==> config.mk <==
export PLATFORM = sky130hd
export DESIGN_NAME = fetch_unit
export DESIGN_NICKNAME = d
export VERILOG_FILES = /design/src/rtl/cpu_types_pkg.sv /design/src/rtl/fetch_skid_buffer.sv /design/src/rtl/fetch_unit.sv
export SDC_FILE = /design/constraint.sdc
export NUM_CORES = 1
export LEC_CHECK = 0
export BUFFER_PORTS_ARGS = -buffer_cell sky130_fd_sc_hd__buf_2
export CAP_MARGIN = 10
export CORE_UTILIZATION = 56
export CTS_CLUSTER_DIAMETER = 50
export CTS_CLUSTER_SIZE = 10
export DETAILED_ROUTE_END_ITERATION = 12
export PLACE_DENSITY = 0.83
export SLEW_MARGIN = 30
export SYNTH_ARGS = -nofsm -noshare
export SYNTH_HDL_FRONTEND = slang
export SYNTH_SLANG_ARGS = --single-unit
==> constraint.sdc <==
create_clock -name CLK -period 9.8 [get_ports CLK]
set_input_delay 0.49 -clock CLK [delete_from_list [all_inputs] [get_ports CLK]]
set_output_delay 0.49 -clock CLK [all_outputs]
set_load 0.005 [all_outputs]
==> src/rtl/cpu_types_pkg.sv <==
// Shared types for the MIPS pipeline.
// Fetch-stage state encoding and address helpers.
package cpu_types_pkg;

  typedef logic [31:0] word_t;

  localparam word_t PC_STEP = 32'd4;

  typedef enum logic [1:0] {
    FETCH,
    HOLD,
    HALTED
  } fetch_state_t;

  function automatic word_t align_pc(input word_t a);
    return {a[31:2], 2'b00};
  endfunction

endpackage

==> src/rtl/fetch_skid_buffer.sv <==
// One-entry {instruction, npc} holding register.
// Captures a fetched word while IF/ID is stalled.
module fetch_skid_buffer
  import cpu_types_pkg::*;
(
  input  logic  clk,
  input  logic  rst,
  input  logic  load_i,
  input  logic  clear_i,
  input  word_t instr_i,
  input  word_t npc_i,
  output logic  valid_o,
  output word_t instr_o,
  output word_t npc_o
);

  logic  valid_q;
  word_t instr_q;
  word_t npc_q;

  always_ff @(posedge clk or posedge rst) begin
    if (rst) begin
      valid_q <= 1'b0;
      instr_q <= '0;
      npc_q   <= '0;
    end else if (clear_i) begin
      valid_q <= 1'b0;
      instr_q <= '0;
      npc_q   <= '0;
    end else if (load_i) begin
      valid_q <= 1'b1;
      instr_q <= instr_i;
      npc_q   <= npc_i;
    end
  end

  assign valid_o = valid_q;
  assign instr_o = instr_q;
  assign npc_o   = npc_q;

endmodule

==> src/rtl/fetch_unit.sv <==
// Instruction-fetch stage: owns the PC, feeds IF/ID,
// and parks a word in the skid buffer on a stall.
module fetch_unit
  import cpu_types_pkg::*;
#(
  parameter word_t PC_INIT = 32'h0000_0000
) (
  input  logic        CLK,
  input  logic        RST,
  output logic        imemREN,
  output logic [31:0] imemaddr,
  input  logic        ihit,
  input  logic [31:0] imemload,
  input  logic        ifid_ready,
  input  logic        redirect,
  input  logic [31:0] redirect_pc,
  input  logic        halt,
  output logic        if_valid,
  output logic [31:0] instruction_out,
  output logic [31:0] npc_out,
  output logic [31:0] fetch_count
);

  fetch_state_t state_q, state_d;
  word_t        pc_q, pc_d;
  word_t        cnt_q;
  word_t        pc_plus4;
  logic         buf_load, buf_clear;
  logic         buf_valid;
  word_t        buf_instr, buf_npc;

  assign pc_plus4 = pc_q + PC_STEP;

  fetch_skid_buffer u_skid (
    .clk     (CLK),
    .rst     (RST),
    .load_i  (buf_load),
    .clear_i (buf_clear),
    .instr_i (imemload),
    .npc_i   (pc_plus4),
    .valid_o (buf_valid),
    .instr_o (buf_instr),
    .npc_o   (buf_npc)
  );

  always_ff @(posedge CLK or posedge RST) begin
    if (RST) begin
      state_q <= FETCH;
      pc_q    <= PC_INIT;
    end else begin
      state_q <= state_d;
      pc_q    <= pc_d;
    end
  end

  // redirect outranks halt: a halt alongside it is from a squashed path
  always_comb begin
    state_d   = state_q;
    pc_d      = pc_q;
    buf_load  = 1'b0;
    buf_clear = 1'b0;
    unique case (state_q)
      FETCH: begin
        if (redirect) begin
          pc_d = align_pc(redirect_pc);
        end else if (halt) begin
          state_d = HALTED;
        end else if (ihit) begin
          pc_d = pc_plus4;
          if (!ifid_ready) begin
            buf_load = 1'b1;
            state_d  = HOLD;
          end
        end
      end
      HOLD: begin
        if (redirect) begin
          pc_d      = align_pc(redirect_pc);
          buf_clear = 1'b1;
          state_d   = FETCH;
        end else if (halt) begin
          buf_clear = 1'b1;
          state_d   = HALTED;
        end else if (ifid_ready) begin
          buf_clear = 1'b1;
          state_d   = FETCH;
        end
      end
      HALTED: begin
        state_d = HALTED;
      end
      default: begin
        state_d = FETCH;
      end
    endcase
  end

  always_comb begin
    imemREN         = 1'b0;
    if_valid        = 1'b0;
    instruction_out = '0;
    npc_out         = '0;
    unique case (state_q)
      FETCH: begin
        imemREN = 1'b1;
        if (ihit && !redirect && !halt) begin
          if_valid        = 1'b1;
          instruction_out = imemload;
          npc_out         = pc_plus4;
        end
      end
      HOLD: begin
        if (buf_valid && !redirect && !halt) begin
          if_valid        = 1'b1;
          instruction_out = buf_instr;
          npc_out         = buf_npc;
        end
      end
      default: begin
        imemREN = 1'b0;
      end
    endcase
  end

  always_ff @(posedge CLK or posedge RST) begin
    if (RST) begin
      cnt_q <= '0;
    end else if (if_valid && ifid_ready) begin
      cnt_q <= cnt_q + 32'd1;
    end
  end

  assign imemaddr    = pc_q;
  assign fetch_count = cnt_q;

endmodule
After elaboration in Yosys (flattened, before gate mapping)
Index checks and enable logic that the tools add are counted.

$add $sub $neg: 2. Eq/ne operators: 9. $lt $le $gt $ge: 0. Shift operators: 0. Multiply operators: 0. Div/mod/pow operators: 0. Multiplexer cells: 38. Bitwise operators: 0. Reductions and logical operators: 12.

Operator list (count): $mux W32 (12); $pmux W32 S2 (3); $add A32 B1 Y32 const B (1); $add A32 B3 Y32 const B (1); $mux W1 (14); $mux W2 (7); $ne A3 B3 Y1 const B (4); $reduce_and A4 Y1 (2); $pmux W2 S3 (1); $logic_and A1 B1 Y1 (5); $ne A2 B2 Y1 const B (2); $ne A4 B4 Y1 const B (1); $reduce_bool A2 Y1 (2); $eq A2 B1 Y1 const B (1); $eq A2 B2 Y1 const B (1); $logic_not A1 Y1 (2); $logic_not A2 Y1 (1); $pmux W1 S2 (1).

Memories: 0. Bits in latches: 0. Logic and storage cells: 67. Register bits after elaboration: 131. RAM bits: 0. Output and inout port bits: 130. Input port bits: 70. Memory bits (read-only): 0.

Longest topological paths before layout
Depth in word-level cells: 7. Mapped depth: 8. Gate-level depth less buffers: 6.

By module
From an unflattened synthesis, not the netlist that was laid out.

Cells, all modules: 757. Area, all modules: 7390.8 µm².

Modules (own cells, without submodules): fetch_unit (area each 4750.8 µm², sequential area each 1601.5 µm², instances 1, cells each 547); fetch_skid_buffer (area each 2640.0 µm², sequential area each 1626.6 µm², instances 1, cells each 210).

Least setup slack after synthesis
Ideal clock, no wire load.

Path kind: register -> output. From: register pc_q[2] (netlist: imemaddr[2]). To: output port npc_out[30]. Data required time: 9310 ps. Setup slack: 7466 ps. Stages on the path, launching flop included: 7. Path buffers: 0. Arrival time: 1844 ps. Path through: dfrtp_1 ha_1 nand3_1 nor4_4 nand4_1 xor2_1 o21ai_0.

Cells in the longest elaborated chain, start to end: 3.

RTL lines: start: declaration (RTL line fetch_unit.sv:25) `word_t pc_q, pc_d;`; start signal: assignment (RTL line fetch_unit.sv:52) `pc_q <= pc_d;`; $add A32 B3 Y32 (RTL line fetch_unit.sv:32) `assign pc_plus4 = pc_q + PC_STEP;`; $mux W32 (RTL line fetch_unit.sv:106) `if (ihit && !redirect && !halt) begin`; $pmux W32 S2 (RTL line fetch_unit.sv:103) `unique case (state_q)`; end: declaration (RTL line fetch_unit.sv:20) `output logic [31:0] npc_out,`.

No other way between the ends.

Worst setup path after layout
From: register state_q[0]. To: output port npc_out[20].

Cells in the longest elaborated chain, start to end: 2. Elaborated cells on any way between the ends: 3. Classes of those cells: eq/ne: 1; mux: 1; reduce/logical: 1.

RTL lines: start: declaration (RTL line fetch_unit.sv:24) `fetch_state_t state_q, state_d;`; start signal: assignment (RTL line fetch_unit.sv:51) `state_q <= state_d;`; $eq A2 B1 Y1 / $logic_not A2 Y1 (equally long branches) (RTL line fetch_unit.sv:103); $pmux W32 S2 (*) (RTL line fetch_unit.sv:103).

Every way passes the cells marked *; elsewhere a longest branch is shown, timed or not.

==> flow_summary.yaml <==
logic_synthesis:
  ys_warn_count: 0
  synth_edf_count: 0
  avgSynthCellArea_um2: 9.46
  synth.cell_area_um2: 6610
  synth.distinct_cells: 54
  synthCells: 699
  yosysSeqAreaShare: 0.485
  synth_top_cell_by_area: "dfrtp_1"
  ys.flop_type: "dfrtp_1"
  ys_ff_latch: 128
  netlist.area_leader.share: 0.485
  synth_area_leaders: "dfrtp_1 48%, a22o_1 8.7%, nand2_1 6.2%, o21ai_0 5.6%, xor2_1 4.4%"
  async_reset_ff_frac: 1.00
place:
  port_buffers: 195
  hpwlAfterDp_um: 11800
  placed_cells: 988
  place_congestion: 0.820
sta:
  fmax_mhz: 267
  clock_skew_ns: 0.00382
  fin_crit_sh: 0.383
  hold_violations: 0
  fin_setup_tns_ns: 0
  setup_viol: 0
  post-route-min-period_ns: 3.75
  tightest_slew_ns: 0.900
  rsz0062_at_grt: "false"
  maxSlewViolCount: 0
  max_slew_margin: 0.400
final_layout:
  diodes: 0
  area_growth_pct: 24.2
  fin_nets: 937
  fin_cells: 1019
  drive_gt1_frac: 0.283
clock_tree:
  path_clk_slew_ns: 0.06
  cts.sinks: 128
  ctsHoldBuffers: 0
  cts_max_path_buffers: 2
  cts_made_buffers: 17
  post_cts_buffers: 0
  cts_tree: "built"
  cts-root-buf: "clkbuf_16"
  cts-resized-gates: 0
  htreeDepth: 4
  insertion_delay_ns: 0.42
power:
  p_per_area_nw_per_um2: 143
  peakVddDrop_v: 0.000129
  leakagePower_nw: 4.11
worst_setup_path:
  start_kind: "flop"
  cp_cell_sequence: "nor3b_1 > o21a_1 > nand2_2 > o21ai_0 > buf_2"
  cp_data_required_time_ns: 9.31
  arrival_ns: 3.26
  crit_family: "compound AO/OA/AOI/OAI gates"
  cp_max_fo: 36
  rr_worst_depth: 5
  worst-path-buf-inv: 1
  path_depth: 5
  critPathMaxStageDelay_ns: 0.77
  crit_path_end_kind: "primary output"
  path_class: "reg2out"
  worst_path_max_delay_cell: "o21a_1"
run:
  max-cap-violations: 0
detailed_routing:
  drc: 0
  antenna_left: 0
  num_vias: 6229
  wirelength_um: 17800
  drtIter0Drc: 520
  drt_pre_antenna_iters: 5
  wl_per_cell_um: 17.5
  via_per_inst: 6.11
global_routing:
  antenna_found_initial: 0
  grt_pass1_wl_um: 29000
  globalRouteTotalUtil: 0.295
  grt_max_degree: 83
  grt_pass1_vias: 5786
  grt-ovfl-total: 0
die:
  start_util: 0.576
  die_x_um: 111
  rows: 39
  io_pins: 200
  coreArea_um2: 11500
  die_h_um: 111
  die-area_um2: 12200
worst_hold_path:
  hp-class: "in2async"
run_status:
  outcome: "finished, final reports clean"
through the flow:
stage,total power [W],cell area (um2),util,hold slack (ns),setup WS [ns]
5_1_grt,0.00121,8210,0.716,0.279,5.80
2_1_floorplan,0.000557,6610,-,0.444,5.90
3_5_place_dp,0.000580,7610,0.663,0.467,6.00
3_3_place_gp,0.000578,7590,0.662,0.455,6.08
4_1_cts,0.00118,8170,0.713,0.309,5.72
6_report,0.00118,8210,0.716,0.215,6.05
Yosys cell counts, drive strengths merged (3+ instances only):
| cell | n |
|---|---|
| a21oi | 20 |
| a22o | 66 |
| a22oi | 4 |
| a2bb2oi | 11 |
| a32oi | 6 |
| and2 | 3 |
| and3 | 9 |
| and4 | 5 |
| buf | 8 |
| clkbuf | 45 |
| dfrtp | 128 |
| inv | 8 |
| nand2 | 109 |
| nand3 | 33 |
| nand4 | 18 |
| nor2 | 34 |
| nor3 | 9 |
| nor4 | 4 |
| o21ai | 75 |
| o22ai | 12 |
| or2 | 3 |
| or3 | 5 |
| xnor2 | 26 |
| xor2 | 33 |
final cells by class:
class | count | area, um2
fillers | 842 | 3260
flip-flops and latches | 128 | 3200
repair buffers | 199 | 1030
inverters | 8 | 35.0
clock inverters | 6 | 55.1
well taps | 143 | 179
multi-input cells | 511 | 3200
clock buffers | 24 | 512
power by group:
part           internal [W]  switching [W]  leakage [nW]
Clock              0.000384       0.000221         0.287
Combinational     0.0000152      0.0000271          2.05
Sequential         0.000529    0.000000522          1.77
Total              0.000928       0.000249          4.11
per-layer routing:
layer	vias up	wire, um	part of all wire	track usage
met5	-	0	0	0
met3	40	1390	0.078	0.0560
met4	0	405	0.023	0.115
met2	328	8390	0.47	0.461
met1	3014	7620	0.43	0.408
li1	2847	-	-	-
worst paths after layout:
kind	from	slack [ns]	end
setup / recovery	state_q[0]$_DFFE_PP0P_	6.05	npc_out[20]
hold reg to reg	u_skid.npc_o[1]$_DFFE_PP0P_	0.48	u_skid.npc_o[1]$_DFFE_PP0P_
hold / removal	RST	0.22	fetch_count[22]$_DFFE_PP0P_
setup reg to reg	state_q[0]$_DFFE_PP0P_	6.87	imemaddr[28]$_DFFE_PP0P_
min in group CLK	imemload[11]	0.31	u_skid.instr_o[11]$_DFFE_PP0P_
max in group asynchronous	RST	8.48	imemaddr[22]$_DFFE_PP0P_
layout by cell type (no fill, tap or decap), types with 3 or more instances in the layout:
| master | instances |
|---|---|
| buf_4 | 3 |
| a22o_1 | 66 |
| dfrtp_1 | 128 |
| and2_1 | 3 |
| nand3_1 | 32 |
| o21ai_0 | 74 |
| clkbuf_8 | 6 |
| xor2_1 | 33 |
| clkinv_2 | 5 |
| nand4_1 | 16 |
| nor2_1 | 32 |
| a21oi_1 | 20 |
| o22ai_1 | 12 |
| a2bb2oi_1 | 11 |
| buf_2 | 195 |
| a22oi_1 | 4 |
| and3_1 | 8 |
| nor3_1 | 7 |
| or3_1 | 5 |
| xnor2_1 | 26 |
| nand2_1 | 108 |
| and4_1 | 5 |
| inv_1 | 6 |
| a32oi_1 | 6 |
| clkbuf_16 | 17 |
logic make-up (layout without fill, tap and decap cells):
logic type      Yosys count  in the layout  share of synthesized area
buf+inv                  61            237                     0.0386
mux                       3              3                    0.00473
other cells               1              2                   0.000567
compound gates          206            206                      0.213
xor+xnor                 59             59                     0.0782
flops                   128            128                      0.485
simple gates            239            239                      0.177
fa+ha+maj                 2              2                    0.00379
sequential cells by signal (all words and copies together) (netlist names):
signal	flops
u_skid.npc_o	31
u_skid.valid_o	1
state_q	2
fetch_count	32
imemaddr	30
u_skid.instr_o	32
Power figures use the tool's default switching activity.
